[src/rtl/submatrix_downsampler_if.sv]
// submatrix_downsampler_if
//   This interface groups the handshake and bus signals of the submatrix downsampler.
//   Upstream side:
//     loaded            - strobe; submatrixElements is valid in this cycle
//     submatrixElements - 4x4 binary group; bit 15 is the first pixel read
//     readyToBeLoaded   - the downsampler can accept a submatrix
//   Output image RAM side:
//     wrEn              - write strobe, one cycle per submatrix
//     wrAddr            - RAM address
//     wrData            - downsampled pixel
//   Modports:
//     master - the stage that feeds submatrices and observes the RAM port
//     slave  - the downsampler itself
interface submatrix_downsampler_if #(
    parameter int ADDR_WIDTH = 10
);
    logic                  loaded;
    logic [15:0]           submatrixElements;
    logic                  readyToBeLoaded;
    logic                  wrEn;
    logic [ADDR_WIDTH-1:0] wrAddr;
    logic                  wrData;

    modport master (
        output loaded,
        output submatrixElements,
        input  readyToBeLoaded,
        input  wrEn,
        input  wrAddr,
        input  wrData
    );

    modport slave (
        input  loaded,
        input  submatrixElements,
        output readyToBeLoaded,
        output wrEn,
        output wrAddr,
        output wrData
    );
endinterface

[src/rtl/submatrix_downsampler.sv]
// submatrix_downsampler
//   This module reduces each 16-bit 4x4 binary submatrix to one output pixel.
//   A pixel is 1 when the popcount of its submatrix is at least THRESHOLD. The popcount is
//   built one nibble per cycle, starting with [15:12]. Each pixel is written to a
//   1-bit-wide output image RAM. One frame is NUM_GROUPS submatrices.
//   Ports:
//     clock   - system clock; all logic runs on the rising edge
//     resetN  - synchronous, active-low reset
//     start   - pulse that begins a new frame; it is honoured only in IDLE or DONE
//     bus     - slave modport of submatrix_downsampler_if (upstream handshake + RAM write port)
//     done    - high while the frame is complete
//     overrun - sticky flag; loaded was seen while the block was not ready
//     onesCount - number of 1 pixels written this frame, saturating
//                 (present only when SUBMATRIX_DOWNSAMPLE_STATS_EN is defined)
//   Build option: define SUBMATRIX_DOWNSAMPLE_STATS_EN to add the onesCount port and its counter.
module submatrix_downsampler #(
    parameter int NUM_GROUPS = 1024,
    parameter int ADDR_WIDTH = 10,
    parameter int THRESHOLD  = 8
) (
    input  logic                  clock,
    input  logic                  resetN,
    input  logic                  start,
    submatrix_downsampler_if.slave bus,
    output logic                  done,
    output logic                  overrun
`ifdef SUBMATRIX_DOWNSAMPLE_STATS_EN
    ,
    output logic [ADDR_WIDTH:0]   onesCount
`endif
);

    typedef enum logic [2:0] {
        IDLE,
        WAIT_LOAD,
        COUNT,
        WRITE,
        DONE
    } state_t;

    localparam logic [ADDR_WIDTH-1:0] LAST_ADDR = ADDR_WIDTH'(NUM_GROUPS - 1);
    localparam logic [5:0]            THRESH    = 6'(THRESHOLD);

    state_t                state;
    logic [15:0]           shifter;
    logic [4:0]            acc;
    logic [1:0]            nibble_idx;
    logic [ADDR_WIDTH-1:0] addr;
    logic                  ready;
    logic                  wr_en;
    logic                  wr_data;
    logic [4:0]            acc_next;
    logic                  pixel_next;
`ifdef SUBMATRIX_DOWNSAMPLE_STATS_EN
    logic [ADDR_WIDTH:0]   ones;
`endif

    function automatic logic [2:0] nibble_ones(input logic [3:0] n);
        return {2'b00, n[3]} + {2'b00, n[2]} + {2'b00, n[1]} + {2'b00, n[0]};
    endfunction

    // The running count with the current top nibble added. The latched submatrix is shifted
    // left each COUNT cycle, so [15:12] is always the next nibble. The compare is one bit
    // wider than the count, which lets THRESHOLD=16 work and makes THRESHOLD=0 always true.
    always_comb begin
        acc_next   = acc + {2'b00, nibble_ones(shifter[15:12])};
        pixel_next = ({1'b0, acc_next} >= THRESH);
    end

    // This block holds the frame FSM and all of the registered outputs.
    // It accepts a submatrix in WAIT_LOAD. It counts for 4 cycles, then spends 1 cycle in
    // WRITE with wrEn high. A loaded strobe in any other state is dropped and raises overrun.
    // In IDLE and DONE, start has priority over loaded.
    always_ff @(posedge clock) begin
        if (!resetN) begin
            state      <= IDLE;
            shifter    <= '0;
            acc        <= '0;
            nibble_idx <= '0;
            addr       <= '0;
            ready      <= 1'b0;
            wr_en      <= 1'b0;
            wr_data    <= 1'b0;
            done       <= 1'b0;
            overrun    <= 1'b0;
`ifdef SUBMATRIX_DOWNSAMPLE_STATS_EN
            ones       <= '0;
`endif
        end else begin
            case (state)
                IDLE, DONE: begin
                    if (start) begin
                        state   <= WAIT_LOAD;
                        ready   <= 1'b1;
                        done    <= 1'b0;
                        addr    <= '0;
                        overrun <= 1'b0;
`ifdef SUBMATRIX_DOWNSAMPLE_STATS_EN
                        ones    <= '0;
`endif
                    end else if (bus.loaded) begin
                        overrun <= 1'b1;
                    end
                end
                WAIT_LOAD: begin
                    if (bus.loaded) begin
                        shifter    <= bus.submatrixElements;
                        acc        <= '0;
                        nibble_idx <= '0;
                        ready      <= 1'b0;
                        state      <= COUNT;
                    end
                end
                COUNT: begin
                    if (bus.loaded) begin
                        overrun <= 1'b1;
                    end
                    acc        <= acc_next;
                    shifter    <= {shifter[11:0], 4'b0000};
                    nibble_idx <= nibble_idx + 2'd1;
                    if (nibble_idx == 2'd3) begin
                        wr_data <= pixel_next;
                        wr_en   <= 1'b1;
                        state   <= WRITE;
                    end
                end
                WRITE: begin
                    if (bus.loaded) begin
                        overrun <= 1'b1;
                    end
                    wr_en <= 1'b0;
`ifdef SUBMATRIX_DOWNSAMPLE_STATS_EN
                    if (wr_data && (ones != '1)) begin
                        ones <= ones + 1'b1;
                    end
`endif
                    if (addr < LAST_ADDR) begin
                        addr  <= addr + 1'b1;
                        ready <= 1'b1;
                        state <= WAIT_LOAD;
                    end else begin
                        done  <= 1'b1;
                        state <= DONE;
                    end
                end
                default: begin
                    state <= IDLE;
                end
            endcase
        end
    end

    assign bus.readyToBeLoaded = ready;
    assign bus.wrEn            = wr_en;
    assign bus.wrAddr          = addr;
    assign bus.wrData          = wr_data;
`ifdef SUBMATRIX_DOWNSAMPLE_STATS_EN
    assign onesCount           = ones;
`endif

endmodule

[src/flat_wrapper.sv]
// flat-port wrapper written by rule: the top's interface ports become plain ports
module submatrix_downsampler_flat 
#(
    parameter int NUM_GROUPS = 1024,
    parameter int ADDR_WIDTH = 10,
    parameter int THRESHOLD  = 8
)
  (clock, resetN, start, done, overrun, bus_loaded, bus_submatrixElements, bus_readyToBeLoaded, bus_wrEn, bus_wrAddr, bus_wrData);
  submatrix_downsampler_if #(.ADDR_WIDTH(ADDR_WIDTH)) bus_i ();
  input  logic clock;
  input  logic resetN;
  input  logic start;
  output logic done;
  output logic overrun;
  input wire logic [$bits(bus_i.loaded)-1:0] bus_loaded;
  input wire logic [$bits(bus_i.submatrixElements)-1:0] bus_submatrixElements;
  output wire logic [$bits(bus_i.readyToBeLoaded)-1:0] bus_readyToBeLoaded;
  output wire logic [$bits(bus_i.wrEn)-1:0] bus_wrEn;
  output wire logic [$bits(bus_i.wrAddr)-1:0] bus_wrAddr;
  output wire logic [$bits(bus_i.wrData)-1:0] bus_wrData;
  assign bus_i.loaded = bus_loaded;
  assign bus_i.submatrixElements = bus_submatrixElements;
  assign bus_readyToBeLoaded = bus_i.readyToBeLoaded;
  assign bus_wrEn = bus_i.wrEn;
  assign bus_wrAddr = bus_i.wrAddr;
  assign bus_wrData = bus_i.wrData;
  submatrix_downsampler #(.NUM_GROUPS(NUM_GROUPS), .ADDR_WIDTH(ADDR_WIDTH), .THRESHOLD(THRESHOLD)) u_core (.clock(clock), .resetN(resetN), .start(start), .bus(bus_i), .done(done), .overrun(overrun));
endmodule
[config.mk]
export PLATFORM = sky130hd
export DESIGN_NAME = submatrix_downsampler_flat
export DESIGN_NICKNAME = d
export VERILOG_FILES = /design/src/rtl/submatrix_downsampler_if.sv /design/src/rtl/submatrix_downsampler.sv /design/src/flat_wrapper.sv
export SDC_FILE = /design/constraint.sdc
export NUM_CORES = 1
export LEC_CHECK = 0
export ABC_AREA = 1
export BUFFER_PORTS_ARGS = -buffer_cell sky130_fd_sc_hd__buf_2
export CAP_MARGIN = 40
export CORE_AREA = 2 2 73 75
export DETAILED_ROUTE_END_ITERATION = 8
export DIE_AREA = 0 0 75 77
export GPL_TIMING_DRIVEN = 0
export PLACE_DENSITY_LB_ADDON = 0.3
export SETUP_SLACK_MARGIN = 0.2
export SYNTH_ARGS = -nofsm -noshare
export SYNTH_HDL_FRONTEND = slang
export SYNTH_SLANG_ARGS = --single-unit
[constraint.sdc]
create_clock -name clock -period 2.8 [get_ports clock]
set_input_delay 0.28 -clock clock [delete_from_list [all_inputs] [get_ports clock]]
set_output_delay 0.28 -clock clock [all_outputs]
set_load 0.005 [all_outputs]
# Yosys cells after proc, flatten, opt, wreduce, memory -nomap -nowiden
# Index checks and enable logic that the tools add are counted.
[totals]
ff_bits = 41
inputBits = 20
out_inout_bits = 15
elab_cells = 69
[op_classes]
addsub = 6
order_cmp = 2
n_eq_ne = 10
muxes = 26
n_reduce_logical = 15
[ops]
columns = ["operator", "count"]
rows = [
  ["one-hot mux 16 bit (2 select lines)", 1],
  ["two-way mux 10 bit", 2],
  ["one-hot mux 10 bit (2 select lines)", 1],
  ["two-way mux 16 bit", 1],
  ["two-way mux 3 bit", 4],
  ["one-hot mux 3 bit (4 select lines)", 1],
  ["adder 10 x 1 -> 10 bit (second input constant)", 1],
  ["< comparator 10 bit (second input constant)", 1],
  ["one-hot mux 5 bit (2 select lines)", 1],
  ["AND reduction 3 bit", 3],
  ["two-way mux 1 bit", 8],
  ["nonzero test 2 bit", 4],
  ["adder 3 x 1 -> 3 bit", 2],
  ["equality test 3 x 2 -> 1 bit (second input constant)", 2],
  ["inequality test 2 bit (second input constant)", 3],
  ["one-hot mux 1 bit (2 select lines)", 3],
  ["AND reduction 2 bit", 3],
  ["adder 5 x 3 -> 5 bit", 1],
  [">= comparator 5 x 4 -> 1 bit (second input constant)", 1],
  ["two-way mux 5 bit", 1],
  ["inequality test 2 x 1 -> 1 bit (second input constant)", 2],
  ["one-hot mux 2 bit (2 select lines)", 1],
  ["AND reduction 4 bit", 1],
  ["OR reduction 2 bit", 2],
  ["other kinds (9)", 9],
]

# Longest topological paths before layout
# Gate-level depths: netlist (run 1).
[logic_depth]
depth_word = 5
ltp_mapped = 14
depth_no_buf = 14

# Worst setup path before layout (run 1)
# Ideal clock, no wire load.
[synth_path]
path_kind = "register to register"
start = "register u_core.shifter[14]"
end = "register u_core.wr_data, in the netlist u_core.bus.wrData"
setup_time_ns = 0.120
t_arrival_ns = 2.126
t_required_ns = 2.680
path_slack_ns = 0.555
path_stages_with_launch = 14
n_path_buf = 0
synth_period_minus_slack_ns = 2.245
path_cell_list = "dfxtp_1 -> ha_1 -> inv_1 -> fa_1 -> inv_1 -> ha_1 -> inv_1 -> fa_1 -> inv_1 -> nand2_1 -> nand2_1 -> nand3_1 -> a21oi_1 -> a21oi_1"
[synth_between]
elab_chain_len = 5
[synth_lines]
columns = ["item", "line", "source"]
rows = [
  ["from (decl)", "submatrix_downsampler.sv:45", "logic [15:0] shifter;"],
  ["from (signal assigned)", "submatrix_downsampler.sv:107", "shifter <= bus.submatrixElements;"],
  ["from (signal assigned)", "submatrix_downsampler.sv:119", "shifter <= {shifter[11:0], 4'b0000};"],
  ["adder 1 x 1 -> 2 bit", "submatrix_downsampler.sv:59", "return {2'b00, n[3]} + {2'b00, n[2]} + {2'b00, n[1]} + {2'b00, n[0]};"],
  ["adder 3 x 1 -> 3 bit (2 in series)", "submatrix_downsampler.sv:59", ""],
  ["adder 5 x 3 -> 5 bit", "submatrix_downsampler.sv:66", "acc_next = acc + {2'b00, nibble_ones(shifter[15:12])};"],
  [">= comparator 5 x 4 -> 1 bit", "submatrix_downsampler.sv:67", "pixel_next = ({1'b0, acc_next} >= THRESH);"],
  ["to (signal assigned)", "submatrix_downsampler.sv:122", "wr_data <= pixel_next;"],
  ["to (decl)", "submatrix_downsampler.sv:51", "logic wr_data;"],
]
# Every way passes these cells.
# A chain may end at the register's enable or synchronous reset.

# Worst setup path in the final report (run 1)
[layout_path]
start = "register u_core.shifter[15]"
end = "register u_core.acc[4]"
[layout_between]
elab_chain_len = 5
[layout_lines]
columns = ["item", "line", "source"]
rows = [
  ["adder 1 x 1 -> 2 bit", "submatrix_downsampler.sv:59", ""],
  ["adder 3 x 1 -> 3 bit (2 in series)", "submatrix_downsampler.sv:59", ""],
  ["adder 5 x 3 -> 5 bit", "submatrix_downsampler.sv:66", ""],
  ["one-hot mux 5 bit (2 select lines)", "submatrix_downsampler.sv:90", "case (state)"],
  ["to (signal assigned)", "submatrix_downsampler.sv:118", "acc <= acc_next;"],
  ["to (decl)", "submatrix_downsampler.sv:46", "logic [4:0] acc;"],
]
# Every way passes these cells.

==> results of run 1 <==
cells in the mapped netlist:
master / n / area share, %
nand3_1: 20 / 4.7
ha_1: 7 / 4.1
xor2_1: 1 / 0.41
nor2_2: 1 / 0.29
o211ai_1: 1 / 0.35
nand2_4: 1 / 0.52
buf_6: 4 / 2.1
nand2_1: 93 / 16
inv_4: 1 / 0.29
nand2_2: 4 / 1.2
clkbuf_1: 4 / 0.70
a21oi_1: 27 / 6.3
nor2_1: 45 / 7.9
nand4_1: 2 / 0.58
inv_1: 34 / 5.9
o21ai_0: 16 / 3.7
inv_2: 2 / 0.35
nand3b_1: 1 / 0.35
buf_2: 1 / 0.23
or2_2: 3 / 0.87
o22ai_1: 1 / 0.29
nor2_4: 2 / 1.0
dfxtp_1: 41 / 38
nor3_4: 1 / 0.76
fa_1: 2 / 1.9
nand3_2: 1 / 0.47
nor3_1: 1 / 0.23
cell type report:
cell class / count / share of cell area [%]
clock inverter: 1 / 0.301
clock buffer: 7 / 3.06
multi-input combinational: 230 / 45.3
tap: 70 / 3.51
buffer: 9 / 2.61
sequential: 41 / 32.9
inverter: 37 / 5.67
timing repair buffer: 33 / 6.63
metal layers:
metal	up-vias	track usage, %	share of wire, %
met1	871	25.2	50
met3	6	3.55	3.7
met5	-	0	0
li1	1079	-	-
met4	0	6.43	1.6
met2	38	28.0	45
power by group:
part,switching (mW),total (mW),internal [mW]
logic,0.246,0.390,0.144
registers,0.0413,0.692,0.651
clock network,0.201,0.378,0.176
cell families after synthesis:
group	after synthesis	synth area share [%]
xor+xnor	1	0.408
simple gates	175	35.1
fa+ha+maj	9	5.95
compound gates	45	10.7
flops	41	38.3
buf+inv	46	9.62
flip-flops by register name (all words and copies together), names as in the netlist:
name,count
u_core.shifter,16
u_core.bus.wrAddr,10
u_core.acc,5
u_core.state,3
u_core.nibble_idx,2
u_core.bus.readyToBeLoaded,1
u_core.bus.wrData,1
u_core.bus.wrEn,1
u_core.done,1
u_core.overrun,1
tightest hold or removal path, cell delays in order:
cell     delay (ns)
buf_2          0.10
nand3_1        0.07
a21oi_1        0.06
timing repair:
item	4_1_cts	5_1_grt
resized for setup	0	4
hold buffers	0	0
endpoints found under the hold margin	0	0
endpoints found under the setup margin	0	2
stage by stage:
stage               utilization [%]  hold WS (ns)  instances  instance area, sq um
floorplan                         -         0.413        317                  2150
global placement               48.2         0.451        420                  2400
detailed placement             48.2         0.451        420                  2400
CTS                            49.9         0.241        428                  2480
global route                   50.1         0.249        428                  2490
finish                         50.1         0.250        428                  2490
worst max path at each step:
stage / slack, ns / endpoint / cells past startpoint
6_report: 0.47 / u_core.acc[4] / 14
5_1_grt: 0.23 / u_core.acc[4] / 14
4_1_cts: 0.36 / u_core.bus.wrData / 13
3_5_place_dp: 0.39 / u_core.bus.wrData / 13
3_3_place_gp: 0.40 / u_core.bus.wrData / 13
2_1_floorplan: 0.55 / u_core.bus.wrData / 13
==> results_dict.tcl, run 1 <==
set metrics [dict create \
    cts_buffers 5 \
    power_leakage_nw 1.17 \
    r2r-end "u_core.acc[4]" \
    antenna_left 0 \
    worst-path-buf-inv 4 \
    fin_setup_tns_ns 0 \
    finalPower_mw 1.46 \
    place_congestion 0.796 \
    path_delay_family "adder cells" \
    status "complete, no violations" \
    multi_input_area_sq_um 1130 \
    drt_wl_total_microns 4630 \
    h-tree-depth 2 \
    dp_slack_ns 0.389 \
    setup_viol 0 \
    reg2reg_from "u_core.shifter[15]" \
    io_buffers 33 \
    r2r_cells 14 \
    setup_slack_ns 0.468 \
    min_path_cells 3 \
    io_pins 35 \
    skew_ns 0.00582 \
    finalNetCount 386 \
    crit_type "reg -> reg" \
    syn-num-nets 346 \
    drtIter0Drc 70 \
    grt_pass1_wl_microns 8290 \
    cts_buffer_depth 2 \
    antenna_cells 0 \
    fin_crit_ns 2.33 \
    netlist_area_sq_um 2150 \
    die_w_microns 75 \
    dr.pass1.iters 5 \
    antenna_found_initial 0 \
    wl_per_cell_microns 10.8 \
    register_area_sq_um 821 \
    syn_inst 317 \
    p_per_area_nw_per_um2 586 \
    worstSkewPairLatency_ns 0.30 \
    fillers 523 \
    grt_usage_pct 18.2 \
    rows 26 \
    grt_pass1_vias 1872 \
    cts_num_sinks 41 \
    timing.critical_path.fanout_max 3 \
    max_cap_viol_count 0 \
    area_growth_pct 16.2 \
    final_cell_mix "nand2_1, nor2_1, dfxtp_1, buf_2, inv_1" \
    whs_endpoint "u_core.shifter[2]" \
    ys_ff_latch 41 \
    cts_root_buffer "clkbuf_8" \
    hold_viol 0 \
    cts.reportedPaths.clkPinSlew_ns 0.08 \
    cp.arrival_ns 2.56 \
    num_vias 1994 \
    ys_warn_count 0 \
    slew_viol_final 0 \
    slowest_delay_ns 0.46 \
    rsz0062_at_grt "no" \
    vdd_ir_drop_max_mv 0.248 \
    slowest_stage "fa_1" \
    hpwl_microns 3480 \
    post_cts_buffers 0 \
    cts_tree "done" \
    vias_per_cell 4.66 \
    grt_max_degree 13 \
    startpoint "u_core.shifter[15]" \
    die_h_microns 77 \
    avgSynthCellArea_sq_um 6.77 \
    dieArea_sq_um 5780 \
    min_period_over_period_pct 83.3 \
    layout_commonest_cell "nand2_1" \
    critical_path.cell_chain "ha_1 > inv_1 > fa_1 > inv_1 > ha_1 > inv_1 > fa_2 > inv_2 > nand2_1 > nand2_2 > nand2_1 > nand2_1 > nand3_1 > a21oi_1" \
    endpoint_kind "register" \
    synth_cell_types 27 \
    initial_core_util_pct 43.1 \
    crit_path_start_kind "register" \
    critPathRequiredTime_ns 3.03 \
    tightest_slew_ns 0.523 \
    drive_above_1_share_pct 17.9 \
    reg2reg_slack_ns 0.47 \
    fmax_mhz 429 \
    slew_headroom_pct 65.1 \
    core_area_sq_um 4980 \
    worstHoldStart "bus_submatrixElements[2]" \
    drc_errors 0 \
    grt-ovfl-total 0 \
    worstHoldPathType "in -> reg" \
    ys_seq_area_share_pct 38.3 \
]
Power figures use the tool's default switching activity.
==> inputs of run 2 (changes only) <==
==> constraint.sdc (replaced) <==
create_clock -name clock -period 2.1 [get_ports clock]
set_input_delay 0.21 -clock clock [delete_from_list [all_inputs] [get_ports clock]]
set_output_delay 0.21 -clock clock [all_outputs]
set_load 0.005 [all_outputs]
==> run 2 against run 1 <==
Compared with the run above: design area up 4.5%; via count up 1.3%; the flow now finishes with violations (negative setup slack); flip-flop and latch count unchanged.
==> results_dict.tcl, run 2 (synthesized netlist as in run 1, its figures left out) <==
set metrics [dict create \
    status "finished with violations" \
    violations "negative setup slack" \
    final_cell_mix "nand2_1, nor2_1, dfxtp_1, buf_2, inv_1" \
    wl_per_cell_microns 10.9 \
    dpl.cell_count 420 \
    rsz0062_at_grt "yes" \
    drt_wl_total_microns 4680 \
    antenna_found_initial 0 \
    h-tree-depth 2 \
    place_congestion 0.821 \
    die_w_microns 75 \
    multi_input_area_sq_um 1210 \
    cp.arrival_ns 2.42 \
    r2r_cells 13 \
    drc_errors 0 \
    setup_viol 4 \
    cts_buffers 5 \
    reg2reg_from "u_core.shifter[15]" \
    layout_commonest_cell "nand2_1" \
    register_area_sq_um 823 \
    num_vias 2019 \
    grt_usage_pct 17.8 \
    worstSkewPairLatency_ns 0.29 \
    fin_crit_ns 2.24 \
    cts-hold-fix-buffers 0 \
    grt_max_degree 13 \
    area_growth_pct 21.4 \
    antenna_left 0 \
    slew_viol_final 0 \
    top_register "u_core.shifter" \
    design_area_sq_um 2610 \
    detailed_place.area_sq_um 2420 \
    worstHoldPathType "in -> reg" \
    cts.reportedPaths.clkPinSlew_ns 0.08 \
    reg2reg_slack_ns -0.14 \
    max_cap_viol_count 0 \
    vdd_ir_drop_max_mv 0.331 \
    p_per_area_nw_per_um2 808 \
    r2r-end "u_core.bus.wrData" \
    dr.pass1.iters 4 \
    fmax_mhz 447 \
    core_area_sq_um 4980 \
    crit_path_start_kind "register" \
    fin_setup_tns_ns -0.319 \
    io_buffers 33 \
    endpoint_kind "register" \
    worstHoldStart "bus_submatrixElements[2]" \
    hpwl_microns 3380 \
    timing.critical_path.fanout_max 2 \
    die_h_microns 77 \
    initial_core_util_pct 43.1 \
    setup_slack_ns -0.135 \
    vias_per_cell 4.72 \
    whs_endpoint "u_core.shifter[2]" \
    cts_buffer_depth 2 \
    cts_num_sinks 41 \
    min_path_cells 3 \
    io_pins 35 \
    min_period_over_period_pct 106 \
    fillers 514 \
    largest_reg_flops 16 \
    power_leakage_nw 1.18 \
    cts_tree "done" \
    stdcell_count 428 \
    slew_headroom_pct 64.9 \
    rows 26 \
    grt-ovfl-total 0 \
    dieArea_sq_um 5780 \
    grt_pass1_wl_microns 8090 \
    tightest_slew_ns 0.527 \
    skew_ns 0.00674 \
    antenna_cells 0 \
    finalNetCount 387 \
    critPathRequiredTime_ns 2.28 \
    hold_viol 0 \
    grt_pass1_vias 1877 \
    drive_above_1_share_pct 23.7 \
    cts_root_buffer "clkbuf_8" \
    crit_type "reg -> reg" \
    whs_ns 0.183 \
    drtIter0Drc 107 \
]
-- run 2: per-layer routing --
layer,global-route usage (%),wire (microns)
met5,0,0
met4,6.07,72
met3,3.94,230
met2,29.2,2140
met1,22.6,2240
-- run 2: per-stage QoR --
step / util, % / power (mW) / setup slack [ns]
2_1_floorplan: - / 1.35 / -0.0447
3_3_place_gp: 48.7 / 1.47 / -0.181
3_5_place_dp: 48.7 / 1.48 / -0.188
4_1_cts: 52.0 / 2.13 / -0.111
5_1_grt: 52.3 / 2.25 / -0.215
6_report: 52.3 / 2.10 / -0.135
-- run 2: how the worst max path moves through the flow --
| stage | from | endpoint | slack (ns) | cells after the start |
|---|---|---|---|---|
| 3_3_place_gp | u_core.shifter[15] | u_core.bus.wrData | -0.18 | 13 |
| 4_1_cts | u_core.shifter[15] | u_core.acc[4] | -0.11 | 14 |
| 3_5_place_dp | u_core.shifter[15] | u_core.bus.wrData | -0.19 | 13 |
| 2_1_floorplan | u_core.shifter[15] | u_core.bus.wrData | -0.04 | 13 |
| 5_1_grt | u_core.shifter[15] | u_core.acc[4] | -0.21 | 14 |
| 6_report | u_core.shifter[15] | u_core.bus.wrData | -0.14 | 13 |
-- run 2: power by group --
group          leakage, nW  switching, mW  total, mW  internal, mW
Clock               0.0540          0.265      0.611         0.345
Sequential           0.334         0.0611      0.932         0.871
Combinational        0.790          0.348      0.563         0.215
-- run 2: final cells by class --
| class | count | share of cell area [%] |
|---|---|---|
| flip-flops and latches | 41 | 31.6 |
| clock buffers | 5 | 2.64 |
| inverters | 37 | 5.43 |
| well taps | 70 | 3.36 |
| plain buffers | 9 | 2.50 |
| clock inverters | 2 | 1.34 |
| repair buffers | 34 | 6.63 |
| multi-input cells | 230 | 46.5 |
-- run 2: what timing repair did --
item                       4_1_cts  5_1_grt
gates resized for setup         12        3
setup buffers                    1        0
pin swaps                        7        6
setup endpoints to repair        5        5
-- run 2: worst max-delay path, cell delays in order, from the launching register on --
cell and delay (ns):
dfxtp_2 0.34, ha_4 0.23, inv_2 0.05, fa_2 0.42
inv_2 0.08, ha_4 0.13, inv_2 0.03, fa_2 0.32
inv_2 0.08, nand2_2 0.05, nand2_2 0.08, nand3_2 0.09
a21oi_2 0.14, a21oi_1 0.07
